[config.mk]
export PLATFORM = sky130hd
export DESIGN_NAME = ads131_frame_unpacker
export DESIGN_NICKNAME = d
export VERILOG_FILES = /design/src/rtl/ads131_frame_unpacker.sv
export SDC_FILE = /design/constraint.sdc
export NUM_CORES = 1
export LEC_CHECK = 0
export ABC_CLOCK_PERIOD_IN_PS = 3850
export CORE_ASPECT_RATIO = 0.9
export CORE_MARGIN = 4
export CORE_UTILIZATION = 46
export CTS_CLUSTER_DIAMETER = 150
export DETAILED_ROUTE_END_ITERATION = 6
export GPL_TIMING_DRIVEN = 1
export PLACE_DENSITY = 0.82
export SLEW_MARGIN = 20
export SYNTH_ARGS = -nofsm -noshare
export SYNTH_HDL_FRONTEND = slang
export SYNTH_SLANG_ARGS = --single-unit
[constraint.sdc]
create_clock -name system_clock -period 3.85 [get_ports system_clock]
set_input_delay 0.385 -clock system_clock [delete_from_list [all_inputs] [get_ports system_clock]]
set_output_delay 0.385 -clock system_clock [all_outputs]
set_load 0.01 [all_outputs]
[src/rtl/ads131_frame_unpacker.sv]
// ads131_frame_unpacker: splits ADS131A0x SPI frames into status, sign-extended samples and frame events.
// Optional trailing CRC-16-CCITT word check is enabled by defining ADS_FRAME_CRC_EN.
module ads131_frame_unpacker #(
    parameter int NUM_CH   = 4,
    parameter int SAMPLE_W = 24
) (
    input  logic        system_clock,
    input  logic        reset_n,
    input  logic        frame_start,
    input  logic        word_valid,
    input  logic [31:0] word_data,
    output logic        sample_valid,
    output logic [2:0]  sample_ch,
    output logic [31:0] sample_data,
    output logic [15:0] status_word,
    output logic        frame_done,
    output logic [15:0] frame_count,
    output logic        err_short,
    output logic        err_stray,
    output logic        crc_err
);
`ifdef ADS_FRAME_CRC_EN
    typedef enum logic [2:0] {IDLE, ST_STATUS, ST_CHAN, ST_CRC, ST_DONE} state_t;
`else
    typedef enum logic [2:0] {IDLE, ST_STATUS, ST_CHAN, ST_DONE} state_t;
`endif
    localparam logic [2:0] LAST_CH = 3'(NUM_CH - 1);
    state_t      state_q, state_d;
    logic [2:0]  ch_idx_q, ch_idx_d;
    logic        sample_valid_q, sample_valid_d;
    logic [2:0]  sample_ch_q, sample_ch_d;
    logic [31:0] sample_data_q, sample_data_d;
    logic [15:0] status_word_q, status_word_d;
    logic        frame_done_q, frame_done_d;
    logic [15:0] frame_count_q, frame_count_d;
    logic        err_short_q, err_short_d;
    logic        err_stray_q, err_stray_d;
`ifdef ADS_FRAME_CRC_EN
    logic [15:0] crc_q, crc_d;
    logic        crc_err_q, crc_err_d;
    function automatic logic [15:0] crc24(input logic [15:0] c, input logic [23:0] d);
        logic [15:0] r;
        r = c;
        for (int i = 23; i >= 0; i--) r = {r[14:0], 1'b0} ^ ((r[15] ^ d[i]) ? 16'h1021 : 16'h0000);
        return r;
    endfunction
`endif
    always_comb begin
        state_d        = state_q;
        ch_idx_d       = ch_idx_q;
        sample_valid_d = 1'b0;
        sample_ch_d    = sample_ch_q;
        sample_data_d  = sample_data_q;
        status_word_d  = status_word_q;
        frame_done_d   = 1'b0;
        frame_count_d  = frame_count_q;
        err_short_d    = 1'b0;
        err_stray_d    = 1'b0;
`ifdef ADS_FRAME_CRC_EN
        crc_d          = crc_q;
        crc_err_d      = 1'b0;
`endif
        case (state_q)
            IDLE: begin
                if (frame_start) state_d = ST_STATUS;
                else if (word_valid) err_stray_d = 1'b1;
            end
            ST_STATUS: begin
                if (frame_start) err_short_d = 1'b1;
                else if (word_valid) begin
                    status_word_d = word_data[31:16];
                    ch_idx_d      = 3'd0;
                    state_d       = ST_CHAN;
`ifdef ADS_FRAME_CRC_EN
                    crc_d         = crc24(crc_q, word_data[31:8]);
`endif
                end
            end
            ST_CHAN: begin
                if (frame_start) begin
                    err_short_d = 1'b1;
                    state_d     = ST_STATUS;
                end else if (word_valid) begin
                    sample_valid_d = 1'b1;
                    sample_ch_d    = ch_idx_q;
                    sample_data_d  = $signed(word_data) >>> (32 - SAMPLE_W);
                    ch_idx_d       = ch_idx_q + 3'd1;
`ifdef ADS_FRAME_CRC_EN
                    crc_d          = crc24(crc_q, word_data[31:8]);
                    if (ch_idx_q == LAST_CH) state_d = ST_CRC;
`else
                    if (ch_idx_q == LAST_CH) begin
                        state_d       = ST_DONE;
                        frame_done_d  = 1'b1;
                        frame_count_d = frame_count_q + 16'd1;
                    end
`endif
                end
            end
`ifdef ADS_FRAME_CRC_EN
            ST_CRC: begin
                if (frame_start) begin
                    err_short_d = 1'b1;
                    state_d     = ST_STATUS;
                end else if (word_valid) begin
                    state_d       = ST_DONE;
                    frame_done_d  = 1'b1;
                    frame_count_d = frame_count_q + 16'd1;
                    crc_err_d     = word_data[31:16] != crc_q;
                end
            end
`endif
            ST_DONE: state_d = frame_start ? ST_STATUS : IDLE;
            default: state_d = IDLE;
        endcase
`ifdef ADS_FRAME_CRC_EN
        if (frame_start) crc_d = 16'hFFFF;
`endif
    end
    always_ff @(posedge system_clock) begin
        if (!reset_n) begin
            state_q        <= IDLE;
            ch_idx_q       <= 3'd0;
            sample_valid_q <= 1'b0;
            sample_ch_q    <= 3'd0;
            sample_data_q  <= 32'd0;
            status_word_q  <= 16'd0;
            frame_done_q   <= 1'b0;
            frame_count_q  <= 16'd0;
            err_short_q    <= 1'b0;
            err_stray_q    <= 1'b0;
`ifdef ADS_FRAME_CRC_EN
            crc_q          <= 16'hFFFF;
            crc_err_q      <= 1'b0;
`endif
        end else begin
            state_q        <= state_d;
            ch_idx_q       <= ch_idx_d;
            sample_valid_q <= sample_valid_d;
            sample_ch_q    <= sample_ch_d;
            sample_data_q  <= sample_data_d;
            status_word_q  <= status_word_d;
            frame_done_q   <= frame_done_d;
            frame_count_q  <= frame_count_d;
            err_short_q    <= err_short_d;
            err_stray_q    <= err_stray_d;
`ifdef ADS_FRAME_CRC_EN
            crc_q          <= crc_d;
            crc_err_q      <= crc_err_d;
`endif
        end
    end
    assign sample_valid = sample_valid_q;
    assign sample_ch    = sample_ch_q;
    assign sample_data  = sample_data_q;
    assign status_word  = status_word_q;
    assign frame_done   = frame_done_q;
    assign frame_count  = frame_count_q;
    assign err_short    = err_short_q;
    assign err_stray    = err_stray_q;
`ifdef ADS_FRAME_CRC_EN
    assign crc_err      = crc_err_q;
`else
    assign crc_err      = 1'b0;
`endif
endmodule

# Word level (Yosys, flattened, before mapping)
# Cells that the tools add are included.
op_classes:
  add_sub_neg: 2
  multipliers: 0
  div: 0
  magnitude_cmp: 0
  n_eq_ne: 11
  shifts: 0
  n_mux: 17
  bitwise_logic: 4
  n_reduce_logical: 12
ops:
  columns: ["operator", "n"]
  rows:
  - ["$mux 3", 10]
  - ["$add 16x1->16 const B", 1]
  - ["$pmux 3 s4", 1]
  - ["$ne 2x2->1 const B", 5]
  - ["$reduce_and 5->1", 2]
  - ["$eq 3x2->1 const B", 3]
  - ["$ne 3x3->1 const B", 2]
  - ["$pmux 3 s2", 1]
  - ["$reduce_and 2->1", 3]
  - ["$reduce_and 3->1", 2]
  - ["$mux 1", 5]
  - ["$not 1->1", 4]
  - ["$reduce_and 4->1", 1]
  - ["$reduce_or 4->1", 1]
  - ["$add 3x1->3 const B", 1]
  - ["$eq 3x1->1 const B", 1]
  - ["$logic_not 3->1", 1]
  - ["$reduce_bool 2->1", 1]
  - ["$reduce_or 2->1", 1]
totals:
  register_bits: 69
  latch_bits: 0
  mem_bits_rw: 0
  romBits: 0
  output_inout_bits: 72
  memories: 0

# Depth between registers and ports, before layout
# Gate-level depths: netlist (run 1).
depth:
  ltp_word: 5
  mapped_depth: 8
  mapped_depth_nobuf: 6

# Least setup slack after synthesis (run 1)
# Ideal clock, no wire load.
synth_path:
  path_kind: "register to register"
  from: "reg ch_idx_q[0]"
  to: "reg frame_count_q[15], in the netlist frame_count[15]"
  setup_ns: 0.070
  t_arrival_ns: 1.966
  t_required_ns: 3.780
  slack_ns: 1.813
  stages_incl_launch_ff: 8
  path_buffers: 1
  synth_period_minus_slack_ns: 2.037
  path_cell_list: "dfxtp_1 > ha_1 > ha_1 > nand4b_4 > or4_1 > buf_2 > or3_1 > a21oi_1"
synth_via:
  elab_chain_len: 2
synth_lines:
  columns: ["element", "line_no", "rtl"]
  rows:
  - ["start: declaration", "29", "logic [2:0] ch_idx_q, ch_idx_d;"]
  - ["start signal: assignment", "138", "ch_idx_q <= ch_idx_d;"]
  - ["$eq 3x2->1", "92", "if (ch_idx_q == LAST_CH) begin"]
  - ["$reduce_and 4->1 (no line)", null, null]
  - ["end signal: assignment", "144", "frame_count_q <= frame_count_d;"]
  - ["end: declaration", "35", "logic [15:0] frame_count_q, frame_count_d;"]
# No other way between the ends.
# A chain may end at the register's enable or synchronous reset.

# Worst setup path in the final report (run 1)
# Ends and elaborated chain as after synthesis.

==> results of run 1 <==
[stage by stage]
stage	util [%]	hold WS [ns]	instance area, µm²	power (mW)	instances
floorplan	-	0.4450	2684	0.9491	327
global placement	64.32	0.4416	3641	1.068	472
detailed placement	64.32	0.4457	3641	1.078	472
CTS	68.72	0.4561	3890	1.795	488
global route	68.72	0.4787	3890	1.863	488
finish	68.72	0.4542	3890	1.771	488
[path summary, 6_finish.rpt]
kind,to
setup / recovery,frame_count[15]
hold / removal,sample_data[18]
setup reg to reg,frame_count[15]
hold reg to reg,sample_data[18]
[synth_stat cells (2+ instances only)]
library cell   n  area (µm²)
or3_1          4       25.02
xor2_1         3       26.28
or2_2          2       12.51
buf_4         10       75.07
nand4_1        6       37.54
nand2_1       97       364.1
inv_1          6       22.52
dfxtp_1       68        1361
xnor2_1        7       61.31
nand2b_1       2       12.51
clkbuf_1      15       56.30
a21oi_1       50       250.2
o21ai_0        4       20.02
nand3_1        5       25.02
ha_1           7       87.58
nor2_1        18       67.56
a211oi_1       2       15.01
nor3_1         4       20.02
[layer usage]
metal	vias up	GRT usage, %
li1	1238	-
met1	1153	21.73
met2	80	34.38
met3	9	7.487
met4	0	7.704
met5	-	0
[cell families (layout without fill, tap and decap cells)]
family | Yosys count | count (layout) | synth area share, %
compound gates | 60 | 60 | 11.98
xor+xnor | 10 | 10 | 3.264
fa+ha+maj | 7 | 7 | 3.263
buf+inv | 33 | 124 | 6.060
flops | 68 | 68 | 50.72
mux | 1 | 1 | 0.3730
other cells | 1 | 1 | 0.1397
simple gates | 147 | 147 | 24.20
[critical path: stages, from the launching register on]
cell and delay, ns:
dfxtp_1 0.37, ha_1 0.17, ha_1 0.23, nand4b_4 0.19, or4_1 0.69, or3_1 0.39
a21oi_1 0.14
[layout make-up]
| class | instances | area [µm²] |
|---|---|---|
| sequential | 68 | 1361 |
| timing repair buffer | 101 | 1003 |
| tap | 70 | 87.58 |
| clock buffer | 10 | 137.6 |
| inverter | 7 | 26.28 |
| clock inverter | 6 | 111.4 |
| fill | 481 | 1770 |
| multi-input combinational | 226 | 1162 |
[sequential cells by signal, summed over array words and instances, names as in the netlist, 2 cells and up]
signal and cells:
frame_count 16, ch_idx_q 3, sample_ch 3, status_word 16, sample_data 24, state_q 2
[report_power, final]
part	switching (mW)	internal [mW]	total [mW]
combinational	0.147	0.141	0.289
clock	0.263	0.448	0.711
sequential	0.0269	0.744	0.771
total	0.438	1.33	1.77
[cells in the final DEF, fill, tap and decap left out, drive strengths merged, types with 5 or more instances in the layout]
cell type	n
clkdlybuf4s50	98
nand4	6
xnor2	7
inv	7
nand2	97
nand3	5
a21oi	50
ha	7
clkbuf	10
dfxtp	68
nor2	18
==> flow_summary.toml, run 1 <==
[worst_setup_path]
r2r-start = "ch_idx_q[0]"
r2r_slack_ns = 1.59
cp.arrival_ns = 2.51
crit_path_max_fanout = 9
worst-setup-path-type = "reg2reg"
cp-end-kind = "register"
crit_start = "ch_idx_q[0]"
startpoint_type = "register"
reg2reg_depth = 6
cp.required_ns = 4.10

[logic_synthesis]
synth_nets = 370
ys_ff_latch = 68
synthCells = 327
yosysWarnings = 0
synth_edf_count = 0
syn_avg_cell_area_um2 = 8.207
async_flop_share_pct = 0
syn_area_um2 = 2684
synth_ff_type = "dfxtp_1"
ys_seq_area_share_pct = 50.72
yosysUniqueCellTypes = 35

[routing]
highest_layer = "met4"
route.detailed.drc = 0
vias_per_cell = 5.082
drt-met1-wl_um = 2749
wl_per_cell_um = 13.30
postRouteWirelength_um = 6488
routed-via-count = 2480
ant_nets = 0
first_iter_violations = 130
wl_met2_um = 3140
wl_met3_um = 505
dr.pass1.iters = 4

[timing]
finalCritPeriodShare_pct = 58.65
final.setup.tns_ns = 0
worst_pin_slew_ns = 1.039
max_freq_mhz = 442.8
fin_skew_ns = 0.006171
finalSetupViolCount = 0
rsz0062_at_grt = "false"
final-hold-violation-count = 0
slew_viol_final = 0
period_needed_ns = 2.258
fin_ws_ns = 1.592
slew_headroom_pct = 30.71

[clock_tree]
clk_latency_ns = 0.33
cts_buffer_depth = 2
post_cts_buffers = 0
hold_buffers = 0
cts_resized = 0
htreeDepth = 3
tritoncts = "built"
cts-buffers-inserted = 9
cts_root_buffer = "clkbuf_8"
path_clk_slew_ns = 0.07
cts.sinks = 68

[floorplanning]
rows = 26
die-area_um2 = 7122
die_y_um = 80.47
core_area_um2 = 5660
initial_core_util_pct = 47.41
ioPinCount = 108
die_w_um = 88.52

[min_path]
holdPathStages = 2
hp-class = "reg2reg"
hold_path_startpoint = "sample_data[18]"

[pwr]
p_per_area_nw_per_um2 = 455.4
peakVddDrop_mv = 0.2885
p_leak_nw = 1.361

[outcome]
status = "finished, final reports clean"

[grt]
overflow = 0
grt_pass1_vias = 2500
grt_pass1_wl_um = 11030
antenna_found_initial = 0
grt_max_degree = 65
grtUsageTotal_pct = 19.83

[placed_design]
portBuffers = 98
dp_slack_ns = 1.386
gp_congestion = 0.7685
place_hpwl_um = 4549

[finish]
final_nets = 456
drive_gt1_share_pct = 6.220
diodes = 0
area_growth_syn_to_layout_pct = 44.94

[run]
max-cap-violations = 0
(Power assumes the default switching activity.)
==> run 2: changes to the inputs <==
- ABC_CLOCK_PERIOD_IN_PS: 3850 -> 2050
- CORE_UTILIZATION: 46 -> 39
- PLACE_DENSITY: 0.82 -> 0.74
- clock period: 3.85 -> 2.05 ns (I/O delays scaled with it)
==> run 2 against run 1 <==
Net effect:
- worst setup slack got worse by 1.5 ns
- sequential share of layout area down 0.81 points
- via count down 0.20%
- clock-buffer cell count is 1 lower
- sequential power increased by 87%
- hold slack got worse by 0.034 ns
- total power up 81%
- register-to-register slack got worse by 1.5 ns
- non-clock buffer count increased by 11
- routed wire length is 3.2% higher
==> flow_summary.toml, run 2 (synthesized netlist as in run 1, its figures left out) <==
[pwr]
peakVddDrop_mv = 0.5981
p_leak_nw = 1.402
p_per_area_nw_per_um2 = 805.3

[grt]
grtUsageTotal_pct = 16.68
grt_pass1_vias = 2391
grt_pass1_wl_um = 10810
overflow = 0
grt_max_degree = 36
antenna_found_initial = 0

[placed_design]
gp_congestion = 0.7622
place_inst = 503
dp_slack_ns = -0.06647
portBuffers = 98
place_hpwl_um = 4809

[outcome]
status = "finished, final reports clean"

[timing]
finalCritPeriodShare_pct = 95.02
max_freq_mhz = 513.4
final-hold-violation-count = 0
finalSetupViolCount = 0
rsz0062_at_grt = "false"
fin_skew_ns = 0.005236
period_needed_ns = 1.948
whs_ns = 0.4198
slew_viol_final = 0
fin_ws_ns = 0.1021

[worst_setup_path]
crit_path_max_fanout = 8
worst-setup-path-type = "reg2reg"
cp-end-kind = "register"
cp.arrival_ns = 2.21
cp.required_ns = 2.31
startpoint_type = "register"

[finish]
largest_reg_flops = 24
final_nets = 467
stdcell_count = 519
diodes = 0
fin_util_pct = 60.15
final_common_cell = "clkdlybuf4s50_1"
num-fill-cells = 578
most-common-layout-cells = "98 x clkdlybuf4s50_1, 97 x nand2_1, 68 x dfxtp_1, 50 x a21oi_1, 17 x nor2_1"
area_growth_syn_to_layout_pct = 48.39
drive_gt1_share_pct = 9.091

[routing]
dr.pass1.iters = 4
postRouteWirelength_um = 6698
vias_per_cell = 4.769
wl_per_cell_um = 12.91
first_iter_violations = 79
ant_nets = 0
route.detailed.drc = 0
routed-via-count = 2475

[floorplanning]
ioPinCount = 108
die_w_um = 95.44
rows = 28
die_y_um = 86.70
initial_core_util_pct = 40.53
core_area_um2 = 6621
die-area_um2 = 8275

[clock_tree]
post_cts_buffers = 0
htreeDepth = 3
cts-buffers-inserted = 9
path_clk_slew_ns = 0.07
cts.sinks = 68
tritoncts = "built"
cts_buffer_depth = 2
hold_buffers = 0
clk_latency_ns = 0.33
cts_root_buffer = "clkbuf_8"

[run]
max-cap-violations = 0

[min_path]
hp-class = "in2reg"
run 2: cell types whose count changed in the layout (fill, tap and decap cells not counted), sizes merged:
cell and change:
clkbuf -1, buf +11, clkinv +2, bufinv -1
run 2: path summary, 6_finish.rpt:
kind / slack, ns / cells after the start / to / startpoint
setup reg to reg: 0.10 / 6 / frame_count[15] / ch_idx_q[1]
hold / removal: 0.42 / 3 / sample_data[7] / word_data[15]
setup / recovery: 0.10 / 6 / frame_count[15] / ch_idx_q[1]
hold reg to reg: 0.45 / 2 / sample_data[1] / sample_data[1]
run 2: per-stage QoR:
step,power [mW],area (µm²),setup TNS [ns]
after CTS,3.255,3980,0
after global placement,2.042,3761,0
final,3.207,3983,0
after floorplan,1.783,2684,0
after global routing,3.390,3983,0
after detailed placement,2.062,3761,-0.1273
run 2: metal layers:
layer	global-route usage [%]	part of all wire, %
met2	28.16	48
met5	0	0
met4	4.651	0.82
met3	6.684	8.1
met1	19.58	43
run 2: report_power, final:
| part | total, mW | internal (mW) | switching [mW] |
|---|---|---|---|
| Sequential | 1.44 | 1.40 | 0.0468 |
| Combinational | 0.580 | 0.292 | 0.288 |
| Clock | 1.18 | 0.680 | 0.503 |
run 2: worst max-delay path, stage by stage, from the launching register on:
cell and delay [ns]:
dfxtp_1 0.35, ha_1 0.16, ha_2 0.20, nand4b_4 0.11, or4_4 0.53, or3_1 0.36, a21oi_1 0.16
run 2: cell type report:
class | count | area [µm²] | area share [%]
flip-flops and latches | 68 | 1361 | 34.18
well taps | 90 | 112.6 | 2.828
clock inverters | 7 | 91.34 | 2.293
multi-input cells | 226 | 1169 | 29.34
repair buffers | 112 | 1099 | 27.58
inverters | 7 | 26.28 | 0.6598
clock buffers | 9 | 123.9 | 3.110
run 2: timing repair:
action                                  CTS  global route
pin swaps                                 0             1
gates resized for setup                   1             1
endpoints found under the setup margin    4             4
